**src/rtl/mmio_uart.sv**
```systemverilog
// ============================================================================
// Module      : mmio_uart
// Description : Memory-mapped UART on the data-memory bus. TRX/STATUS/DIV
//               registers, TX and RX FIFOs, 8N1 serialiser and deserialiser.
// Revision    : 1.0 - initial release
// ============================================================================
`default_nettype none

module mmio_uart #(
    parameter logic [15:0] BASE       = 16'hC004,
    parameter logic [15:0] DIV_RST    = 16'd5207,
    parameter int          FIFO_DEPTH = 4
) (
    input  logic        clk,
    input  logic        rst,
    input  logic [15:0] addr,
    input  logic        re,
    input  logic        we,
    input  logic [15:0] wrt_data,
    output logic        hit,
    output logic [15:0] rd_data,
    output logic        TX,
    input  logic        RX
);

    localparam int                 c_addr_w = $clog2(FIFO_DEPTH);
    localparam int                 c_cnt_w  = c_addr_w + 1;
    localparam logic [c_cnt_w-1:0] c_depth  = c_cnt_w'(FIFO_DEPTH);

    typedef enum logic [1:0] {
        S_IDLE  = 2'd0,
        S_START = 2'd1,
        S_DATA  = 2'd2,
        S_STOP  = 2'd3
    } state_e;

    // Bus decode and register file
    logic [16:0]         w_off;
    logic                w_sel_trx;
    logic                w_sel_stat;
    logic                w_sel_div;
    logic [15:0]         div_q;
    logic [15:0]         rd_data_q;
    logic [15:0]         rd_data_d;
    logic                ovr_q;
    logic [2:0]          w_tx_free;
    logic [15:0]         w_half;

    // TX FIFO and serialiser
    logic [7:0]          tx_mem_q [FIFO_DEPTH];
    logic [c_addr_w-1:0] tx_wp_q;
    logic [c_addr_w-1:0] tx_rp_q;
    logic [c_cnt_w-1:0]  tx_cnt_q;
    logic                w_tx_push;
    logic                w_tx_pop;
    state_e              tx_st_q;
    logic [15:0]         tx_ctr_q;
    logic [2:0]          tx_bit_q;
    logic [7:0]          tx_sh_q;
    logic                tx_q;

    // RX synchroniser, deserialiser and FIFO
    logic                rx_s1_q;
    logic                rx_s2_q;
    logic                rx_prev_q;
    state_e              rx_st_q;
    logic [15:0]         rx_ctr_q;
    logic [2:0]          rx_bit_q;
    logic [7:0]          rx_sh_q;
    logic [7:0]          rx_mem_q [FIFO_DEPTH];
    logic [c_addr_w-1:0] rx_wp_q;
    logic [c_addr_w-1:0] rx_rp_q;
    logic [c_cnt_w-1:0]  rx_cnt_q;
    logic                w_rx_done;
    logic                w_rx_push;
    logic                w_rx_pop;
    logic                w_ovr_set;
    logic                w_ovr_clr;

    // Addresses below BASE wrap to large offsets, so one compare covers the window
    assign w_off      = {1'b0, addr} - {1'b0, BASE};
    assign hit        = (w_off < 17'd3);
    assign w_sel_trx  = hit && (w_off[1:0] == 2'd0);
    assign w_sel_stat = hit && (w_off[1:0] == 2'd1);
    assign w_sel_div  = hit && (w_off[1:0] == 2'd2);

    assign w_tx_pop  = (tx_cnt_q != '0) &&
                       ((tx_st_q == S_IDLE) || ((tx_st_q == S_STOP) && (tx_ctr_q == 16'd0)));
    assign w_tx_push = we && w_sel_trx && ((tx_cnt_q != c_depth) || w_tx_pop);

    assign w_rx_pop  = re && w_sel_trx && (rx_cnt_q != '0);
    assign w_rx_done = (rx_st_q == S_STOP) && (rx_ctr_q == 16'd0);
    assign w_rx_push = w_rx_done && rx_s2_q && ((rx_cnt_q != c_depth) || w_rx_pop);
    assign w_ovr_set = w_rx_done && rx_s2_q && (rx_cnt_q == c_depth) && !w_rx_pop;
    assign w_ovr_clr = re && w_sel_stat;

    assign w_half    = {1'b0, div_q[15:1]} + {15'd0, div_q[0]};
    assign w_tx_free = 3'(c_depth - tx_cnt_q);

    assign rd_data = rd_data_q;
    assign TX      = tx_q;

    always_comb begin
        rd_data_d = 16'h0000;
        if (re && hit) begin
            if (w_sel_trx) begin
                if (rx_cnt_q != '0) begin
                    rd_data_d = {8'h00, rx_mem_q[rx_rp_q]};
                end
            end else if (w_sel_stat) begin
                rd_data_d = {7'b0, ovr_q, 1'b0, w_tx_free, 1'b0, 3'(rx_cnt_q)};
            end else begin
                rd_data_d = div_q;
            end
        end
    end

    always_ff @(posedge clk) begin
        if (rst) begin
            rd_data_q <= 16'h0000;
            div_q     <= DIV_RST;
            ovr_q     <= 1'b0;
        end else begin
            rd_data_q <= rd_data_d;
            if (we && w_sel_div) begin
                div_q <= wrt_data;
            end
            // A new overrun on the clearing edge must not be lost
            ovr_q <= w_ovr_set | (ovr_q & ~w_ovr_clr);
        end
    end

    always_ff @(posedge clk) begin
        if (w_tx_push) begin
            tx_mem_q[tx_wp_q] <= wrt_data[7:0];
        end
        if (w_rx_push) begin
            rx_mem_q[rx_wp_q] <= rx_sh_q;
        end
    end

    always_ff @(posedge clk) begin
        if (rst) begin
            tx_wp_q  <= '0;
            tx_rp_q  <= '0;
            tx_cnt_q <= '0;
            rx_wp_q  <= '0;
            rx_rp_q  <= '0;
            rx_cnt_q <= '0;
        end else begin
            if (w_tx_push) tx_wp_q <= tx_wp_q + c_addr_w'(1);
            if (w_tx_pop)  tx_rp_q <= tx_rp_q + c_addr_w'(1);
            case ({w_tx_push, w_tx_pop})
                2'b10:   tx_cnt_q <= tx_cnt_q + c_cnt_w'(1);
                2'b01:   tx_cnt_q <= tx_cnt_q - c_cnt_w'(1);
                default: tx_cnt_q <= tx_cnt_q;
            endcase
            if (w_rx_push) rx_wp_q <= rx_wp_q + c_addr_w'(1);
            if (w_rx_pop)  rx_rp_q <= rx_rp_q + c_addr_w'(1);
            case ({w_rx_push, w_rx_pop})
                2'b10:   rx_cnt_q <= rx_cnt_q + c_cnt_w'(1);
                2'b01:   rx_cnt_q <= rx_cnt_q - c_cnt_w'(1);
                default: rx_cnt_q <= rx_cnt_q;
            endcase
        end
    end

    // Every bit boundary reloads the counter from div_q, so DIV writes land there
    always_ff @(posedge clk) begin
        if (rst) begin
            tx_st_q  <= S_IDLE;
            tx_ctr_q <= 16'd0;
            tx_bit_q <= 3'd0;
            tx_sh_q  <= 8'h00;
            tx_q     <= 1'b1;
        end else begin
            case (tx_st_q)
                S_IDLE: begin
                    if (w_tx_pop) begin
                        tx_sh_q  <= tx_mem_q[tx_rp_q];
                        tx_q     <= 1'b0;
                        tx_ctr_q <= div_q;
                        tx_st_q  <= S_START;
                    end
                end
                S_START: begin
                    if (tx_ctr_q == 16'd0) begin
                        tx_q     <= tx_sh_q[0];
                        tx_ctr_q <= div_q;
                        tx_bit_q <= 3'd0;
                        tx_st_q  <= S_DATA;
                    end else begin
                        tx_ctr_q <= tx_ctr_q - 16'd1;
                    end
                end
                S_DATA: begin
                    if (tx_ctr_q == 16'd0) begin
                        tx_ctr_q <= div_q;
                        if (tx_bit_q == 3'd7) begin
                            tx_q    <= 1'b1;
                            tx_st_q <= S_STOP;
                        end else begin
                            tx_sh_q  <= {1'b0, tx_sh_q[7:1]};
                            tx_q     <= tx_sh_q[1];
                            tx_bit_q <= tx_bit_q + 3'd1;
                        end
                    end else begin
                        tx_ctr_q <= tx_ctr_q - 16'd1;
                    end
                end
                S_STOP: begin
                    if (tx_ctr_q == 16'd0) begin
                        if (w_tx_pop) begin
                            tx_sh_q  <= tx_mem_q[tx_rp_q];
                            tx_q     <= 1'b0;
                            tx_ctr_q <= div_q;
                            tx_st_q  <= S_START;
                        end else begin
                            tx_st_q <= S_IDLE;
                        end
                    end else begin
                        tx_ctr_q <= tx_ctr_q - 16'd1;
                    end
                end
                default: tx_st_q <= S_IDLE;
            endcase
        end
    end

    always_ff @(posedge clk) begin
        if (rst) begin
            rx_s1_q   <= 1'b1;
            rx_s2_q   <= 1'b1;
            rx_prev_q <= 1'b1;
        end else begin
            rx_s1_q   <= RX;
            rx_s2_q   <= rx_s1_q;
            rx_prev_q <= rx_s2_q;
        end
    end

    // START waits half a bit so all later samples fall near mid-bit
    always_ff @(posedge clk) begin
        if (rst) begin
            rx_st_q  <= S_IDLE;
            rx_ctr_q <= 16'd0;
            rx_bit_q <= 3'd0;
            rx_sh_q  <= 8'h00;
        end else begin
            case (rx_st_q)
                S_IDLE: begin
                    if (rx_prev_q && !rx_s2_q) begin
                        rx_ctr_q <= w_half;
                        rx_st_q  <= S_START;
                    end
                end
                S_START: begin
                    if (rx_ctr_q <= 16'd1) begin
                        if (!rx_s2_q) begin
                            rx_ctr_q <= div_q;
                            rx_bit_q <= 3'd0;
                            rx_st_q  <= S_DATA;
                        end else begin
                            rx_st_q <= S_IDLE;
                        end
                    end else begin
                        rx_ctr_q <= rx_ctr_q - 16'd1;
                    end
                end
                S_DATA: begin
                    if (rx_ctr_q == 16'd0) begin
                        rx_sh_q  <= {rx_s2_q, rx_sh_q[7:1]};
                        rx_ctr_q <= div_q;
                        if (rx_bit_q == 3'd7) begin
                            rx_st_q <= S_STOP;
                        end else begin
                            rx_bit_q <= rx_bit_q + 3'd1;
                        end
                    end else begin
                        rx_ctr_q <= rx_ctr_q - 16'd1;
                    end
                end
                S_STOP: begin
                    if (rx_ctr_q == 16'd0) begin
                        rx_st_q <= S_IDLE;
                    end else begin
                        rx_ctr_q <= rx_ctr_q - 16'd1;
                    end
                end
                default: rx_st_q <= S_IDLE;
            endcase
        end
    end

endmodule

`default_nettype wire
```
**config.mk**
```make
export PLATFORM = sky130hd
export DESIGN_NAME = mmio_uart
export DESIGN_NICKNAME = d
export VERILOG_FILES = /design/src/rtl/mmio_uart.sv
export SDC_FILE = /design/constraint.sdc
export NUM_CORES = 1
export LEC_CHECK = 0
export CAP_MARGIN = 40
export CORE_MARGIN = 1.5
export CORE_UTILIZATION = 40
export CTS_BUF_LIST = sky130_fd_sc_hd__clkbuf_4 sky130_fd_sc_hd__clkbuf_8
export CTS_CLUSTER_SIZE = 25
export DETAILED_ROUTE_END_ITERATION = 6
export SLEW_MARGIN = 20
export SYNTH_ARGS = -nofsm -noshare
export SYNTH_HDL_FRONTEND = slang
export SYNTH_SLANG_ARGS = --single-unit
```
**constraint.sdc**
```tcl
create_clock -name clk -period 4.4 [get_ports clk]
set_clock_uncertainty 0.05 [all_clocks]
set_input_delay 1.32 -clock clk [delete_from_list [all_inputs] [get_ports clk]]
set_output_delay 1.32 -clock clk [all_outputs]
set_load 0.01 [all_outputs]
```
Word-level counts from Yosys, hierarchy flattened
Memories as Yosys holds them, arrays and structs flattened. A register that Yosys moved wholly into a read port is not among the register bits. Cells that the tools add are included.

Logic and storage cells: 178. Bits in registers: 109. Bits of input ports: 37. Memories: 2. Memory bits (writable): 64.

$lt $le $gt $ge: 2. Reduce and logical (&&, ||, !) cells: 45. Equal/unequal tests: 32. Multiplexer cells: 57. Add/sub/neg operators: 15. Bitwise operators: 4.

Memories: rx_mem_q (words 4, width 8, read ports 1, clocked after memory_dff 1, write ports 1, RTL line 70) `logic [7:0] rx_mem_q [FIFO_DEPTH];`; tx_mem_q (words 4, width 8, read ports 1, clocked after memory_dff 1, write ports 1, RTL line 50) `logic [7:0] tx_mem_q [FIFO_DEPTH];`.

Operators with widths (count): 16-bit two-way mux (10); 16-bit one-hot mux with 4 select lines (1); 16-bit one-hot mux with 3 select lines (1); 8-bit two-way mux (5); 16-bit zero test (2); 16-bit by 1-bit subtractor with 16-bit output (second input constant) (2); 2-bit two-way mux (15); 2-bit != test (second input constant) (12); 3-bit one-hot mux with 2 select lines (4); 8-bit one-hot mux with 3 select lines (1); 3-bit two-way mux (7); 1-bit logical AND (18); 17-bit by 2-bit less-than comparator with 1-bit output (second input constant) (1); 16-bit by 16-bit subtractor with 17-bit output (second input constant) (1); 15-bit by 1-bit adder with 16-bit output (1); 16-bit by 1-bit <= comparator with 1-bit output (second input constant) (1); 2-bit one-hot mux with 4 select lines (2); 5-bit AND reduction (3); 2-bit == test (second input constant) (7); 3-bit by 1-bit adder with 3-bit output (second input constant) (4); 2-bit by 1-bit == test with 1-bit output (second input constant) (5); 1-bit two-way mux (10); 3-bit == test (second input constant) (3); 3-bit != test (second input constant) (3); 17 further kinds (36).

Longest topological paths before layout
Depth in word-level cells: 9. Mapped depth: 14. Gate-level depth less buffers: 12.

Worst setup path after synthesis
Ideal clock, no wire load.

Kind: input-to-reg. Start point: in addr[2]. End point: reg rx_cnt_q[2]. Stages on the path: 10. Slack: 0.447 ns. Library setup time: 0.123 ns. Data arrival time: 3.780 ns. Buffers on the path: 0. Data required time: 4.227 ns. Cells stage by stage: inv_1 -> ha_1 -> and3b_1 -> nand4_1 -> a311oi_1 -> nand4_1 -> fa_1 -> or3_1 -> mux2i_1 -> mux2_1.

Cells in the longest elaborated chain, start to end: 9. Elaborated cells between the ends (all ways): 11. Classes of those cells: add/sub (1); order compare (1); eq/ne (2); mux (1); reduce/logical (6).

RTL lines: start: declaration (RTL line 16) `input logic [15:0] addr,`; 16-bit by 16-bit subtractor with 17-bit output (*) (RTL line 81) `assign w_off = {1'b0, addr} - {1'b0, BASE};`; 17-bit by 2-bit less-than comparator with 1-bit output (*) (RTL line 82) `assign hit = (w_off < 17'd3);`; 1-bit logical AND (*) (RTL line 83) `assign w_sel_trx = hit && (w_off[1:0] == 2'd0);`; 1-bit logical AND (*) (2 in series) (RTL line 91) `assign w_rx_pop = re && w_sel_trx && (rx_cnt_q != '0);`; 1-bit logical OR (RTL line 93) `assign w_rx_push = w_rx_done && rx_s2_q && ((rx_cnt_q != c_depth) || w_rx_pop);`; 1-bit logical AND (RTL line 93); 2-bit by 1-bit == test with 1-bit output or 2-bit == test (tied branches) (RTL line 160) `case ({w_rx_push, w_rx_pop})`; 3-bit one-hot mux with 2 select lines or 2-bit nonzero test (tied branches); end signal: assignment (RTL line 161) `2'b10: rx_cnt_q <= rx_cnt_q + c_cnt_w'(1);`; end signal: assignment (RTL line 162) `2'b01: rx_cnt_q <= rx_cnt_q - c_cnt_w'(1);`; end signal: assignment (RTL line 163) `default: rx_cnt_q <= rx_cnt_q;`; end: declaration (RTL line 73) `logic [c_cnt_w-1:0] rx_cnt_q;`.

Mark *: on every way between the ends. The rest lies on a longest branch, timed or not. A chain may end at the register's enable or synchronous reset.

Final worst setup path
Start point: in addr[3]. End point: out hit.

Cells in the longest elaborated chain, start to end: 2.

RTL lines: 16-bit by 16-bit subtractor with 17-bit output (RTL line 81); 17-bit by 2-bit less-than comparator with 1-bit output (RTL line 82); end: declaration (RTL line 20) `output logic hit,`.

No other way between the ends.

==> impl_metrics.env <==
export IMPL_status="finished, final reports clean"
export IMPL_fill_cells=2112
export IMPL_numPortBuffers=54
export IMPL_start_util=0.409
export IMPL_ys_warn_count=0
export IMPL_reg2reg_slack_ps=1260
export IMPL_finalMaxSlewViolations=0
export IMPL_firstDrtPassIters=5
export IMPL_r2r_start="tx_ctr_q[0]"
export IMPL_min_from="rx_s1_q"
export IMPL_ys_seq_area_frac=0.467
export IMPL_finalSetupTns_ps=0
export IMPL_cts_tree="done"
export IMPL_area_growth_pct=14.0
export IMPL_yosysTopAreaCell="dfxtp_1"
export IMPL_maxSlewHeadroom=0.453
export IMPL_postRouteAntennaNets=0
export IMPL_clk_latency_ps=470
export IMPL_diodes=0
export IMPL_hold_path_depth=1
export IMPL_fin_cells=1246
export IMPL_core_rowCount=54
export IMPL_layout_drive_gt1_share=0.102
export IMPL_grt_overflow_total=0
export IMPL_cts_sinks=177
export IMPL_place_gp_congestion=0.803
export IMPL_hold_viol=0
export IMPL_finalCritPeriodShare=0.975
export IMPL_finalInstanceArea_um2=10200
export IMPL_cp_required_ps=3030
export IMPL_final_nets=1018
export IMPL_antenna_found_initial=0
export IMPL_io_pins=55
export IMPL_core_area_um2=21900
export IMPL_path_max_fanout=2
export IMPL_hpwl_um=15500
export IMPL_yosys_top_cells_area="dfxtp_1, edfxtp_1, mux2i_1, mux4_2, nand2_1"
export IMPL_endpoint_kind="output pin"
export IMPL_rsz0062_at_grt="no"
export IMPL_wl_per_cell_um=17.7
export IMPL_die_width_um=153
export IMPL_num_vias=7019
export IMPL_r2r_end="tx_mem_q[1][0]"
export IMPL_ctsLongestPathBuffers=2
export IMPL_ys_flop_type="dfxtp_1"
export IMPL_grt_pass1_vias=6649
export IMPL_min_to="rx_s2_q"
export IMPL_dp_cells=1214
export IMPL_die_h_um=153
export IMPL_fmax_mhz=233
export IMPL_synth_nets=974
export IMPL_syn_cell_area_um2=8950
export IMPL_placed_cell_area_um2=9810
export IMPL_power_leakage_nw=3.61
export IMPL_synth_edff_count=64
export IMPL_path_clk_slew_ps=110
export IMPL_hold_ws_ps=401
export IMPL_dr_first_iter_drc_count=583
export IMPL_clock_root_buffer="clkbuf_8"
export IMPL_powerDensity_nw_per_um2=498
export IMPL_ys_ff_latch=177
export IMPL_via_per_inst=5.63
export IMPL_hold_path_class="flip-flop to flip-flop"
export IMPL_hold_buffers=0
export IMPL_htree_levels=4
export IMPL_timing_max_cap_violations=0
export IMPL_postSynthCellCount=909
export IMPL_synthArstFlopShare=0
export IMPL_netlist_area_leader_share=0.253
export IMPL_synth_common_cells="dfxtp_1, nand2_1, nor2_1, a21oi_1, edfxtp_1"
export IMPL_grt_use_total=0.194
export IMPL_worstSetupStartpoint="addr[3]"
export IMPL_dieArea_um2=23300
export IMPL_startpoint_type="primary input"
export IMPL_avgSynthCellArea_um2=9.85
export IMPL_finalCriticalPeriod_ps=4290
export IMPL_route_detailed_drc=0
export IMPL_worst_ir_drop_vdd_v=0.000218
export IMPL_synth_most_common_cell="dfxtp_1"
export IMPL_ys_types=81
export IMPL_grt_pass1_wl_um=36200
export IMPL_cp_data_arrival_time_ps=2920
export IMPL_postCtsSetupBuffers=0
export IMPL_grt_max_degree=53
export IMPL_timing_worst_setup_path_type="primary input to output pin"
export IMPL_routed_wl_um=22100
export IMPL_final_setup_viol_count=0
export IMPL_cts_buffers=17
export IMPL_r2r_cells=7
export IMPL_worstMarginPinSlew_ps=818
per-layer routing:
metal	wire, µm	part of all wire	global-route usage	vias up
met5	0	0	0	-
met4	353	0.016	0.0595	0
met3	1020	0.046	0.0301	16
met2	10100	0.46	0.299	184
met1	10700	0.48	0.281	3358
li1	-	-	-	3461
cells by family (layout without fill, tap and decap cells):
group	Yosys count	in the layout	synth area share
simple gates	317	317	0.181
compound gates	221	221	0.163
flops	177	177	0.467
buf+inv	85	142	0.0377
mux	54	54	0.0829
fa+ha+maj	28	28	0.0408
xor+xnor	27	27	0.0264
sequential cells by signal, indices dropped and copies added, names as in the netlist, 8 cells and up, named ones only:
register  count
rx_mem_q     32
tx_mem_q     32
div_q        16
rd_data      16
rx_ctr_q     16
tx_ctr_q     16
rx_sh_q       8
tx_sh_q       8
how the worst max path moves through the flow:
stage          cells past startpoint  slack [ps]           to
2_1_floorplan                     10         450  rx_cnt_q[2]
3_3_place_gp                       7        -310          hit
3_5_place_dp                       7        -340          hit
4_1_cts                            7          80          hit
5_1_grt                            7           2          hit
6_report                           7         110          hit
power by group:
group | switching [W] | internal, W | total (W)
Combinational | 0.00118 | 0.000816 | 0.00199
Sequential | 0.000159 | 0.00182 | 0.00198
Clock | 0.000685 | 0.000429 | 0.00111
cell usage in the layout (no fill, tap or decap), types with 6 or more instances in the layout:
| master | netlist | layout |
|---|---|---|
| and3_1 | 9 | 9 |
| nor4_1 | 11 | 11 |
| o22ai_1 | 12 | 12 |
| a22oi_1 | 8 | 8 |
| o32ai_1 | 8 | 8 |
| nand3_1 | 27 | 27 |
| nand4_1 | 11 | 11 |
| nor2_1 | 76 | 76 |
| nand2_1 | 94 | 94 |
| buf_4 | 0 | 26 |
| ha_1 | 26 | 25 |
| inv_1 | 30 | 30 |
| mux4_2 | 16 | 16 |
| nand2b_1 | 9 | 9 |
| or3_1 | 9 | 9 |
| clkdlybuf4s50_1 | 0 | 52 |
| mux2i_1 | 37 | 37 |
| a311oi_1 | 6 | 6 |
| xor2_1 | 13 | 13 |
| o21a_1 | 6 | 6 |
| o211ai_1 | 7 | 7 |
| edfxtp_1 | 64 | 64 |
| a21oi_1 | 68 | 68 |
| dfxtp_1 | 113 | 113 |
| xnor2_1 | 14 | 14 |
| a211oi_1 | 18 | 18 |
| clkbuf_8 | 0 | 17 |
| o21ai_0 | 35 | 35 |
| nor2b_1 | 6 | 6 |
| nor3_1 | 19 | 19 |
| and2_1 | 14 | 14 |
| a31oi_1 | 8 | 8 |
timing repair:
action | CTS | global route
pin swaps | 1 | 1
gates cloned | 0 | 0
resized for setup | 4 | 1
endpoints found under the setup margin | 1 | 1
cell type report:
cell class / count / area (µm²) / area share
clock buffers: 17 / 234 / 0.0229
clock inverters: 15 / 164 / 0.0161
inverters: 30 / 113 / 0.0110
multi-input cells: 647 / 4430 / 0.434
flip-flops and latches: 177 / 4180 / 0.410
well taps: 280 / 350 / 0.0343
repair buffers: 80 / 726 / 0.0711
through the flow:
step	setup slack [ps]	total power, W	utilization
floorplan	447	0.00352	-
global placement	-310	0.00398	0.448
detailed placement	-337	0.00399	0.448
CTS	76.3	0.00511	0.466
global route	1.95	0.00543	0.466
finish	109	0.00508	0.466
critical path, cell delays in order:
cell and delay [ps]:
clkdlybuf4s50_1 480, inv_1 50, ha_2 300, and3b_1 150, nand4_1 140, a311oi_2 290, buf_2 190
No activity file was read; power rests on OpenSTA's default activity.
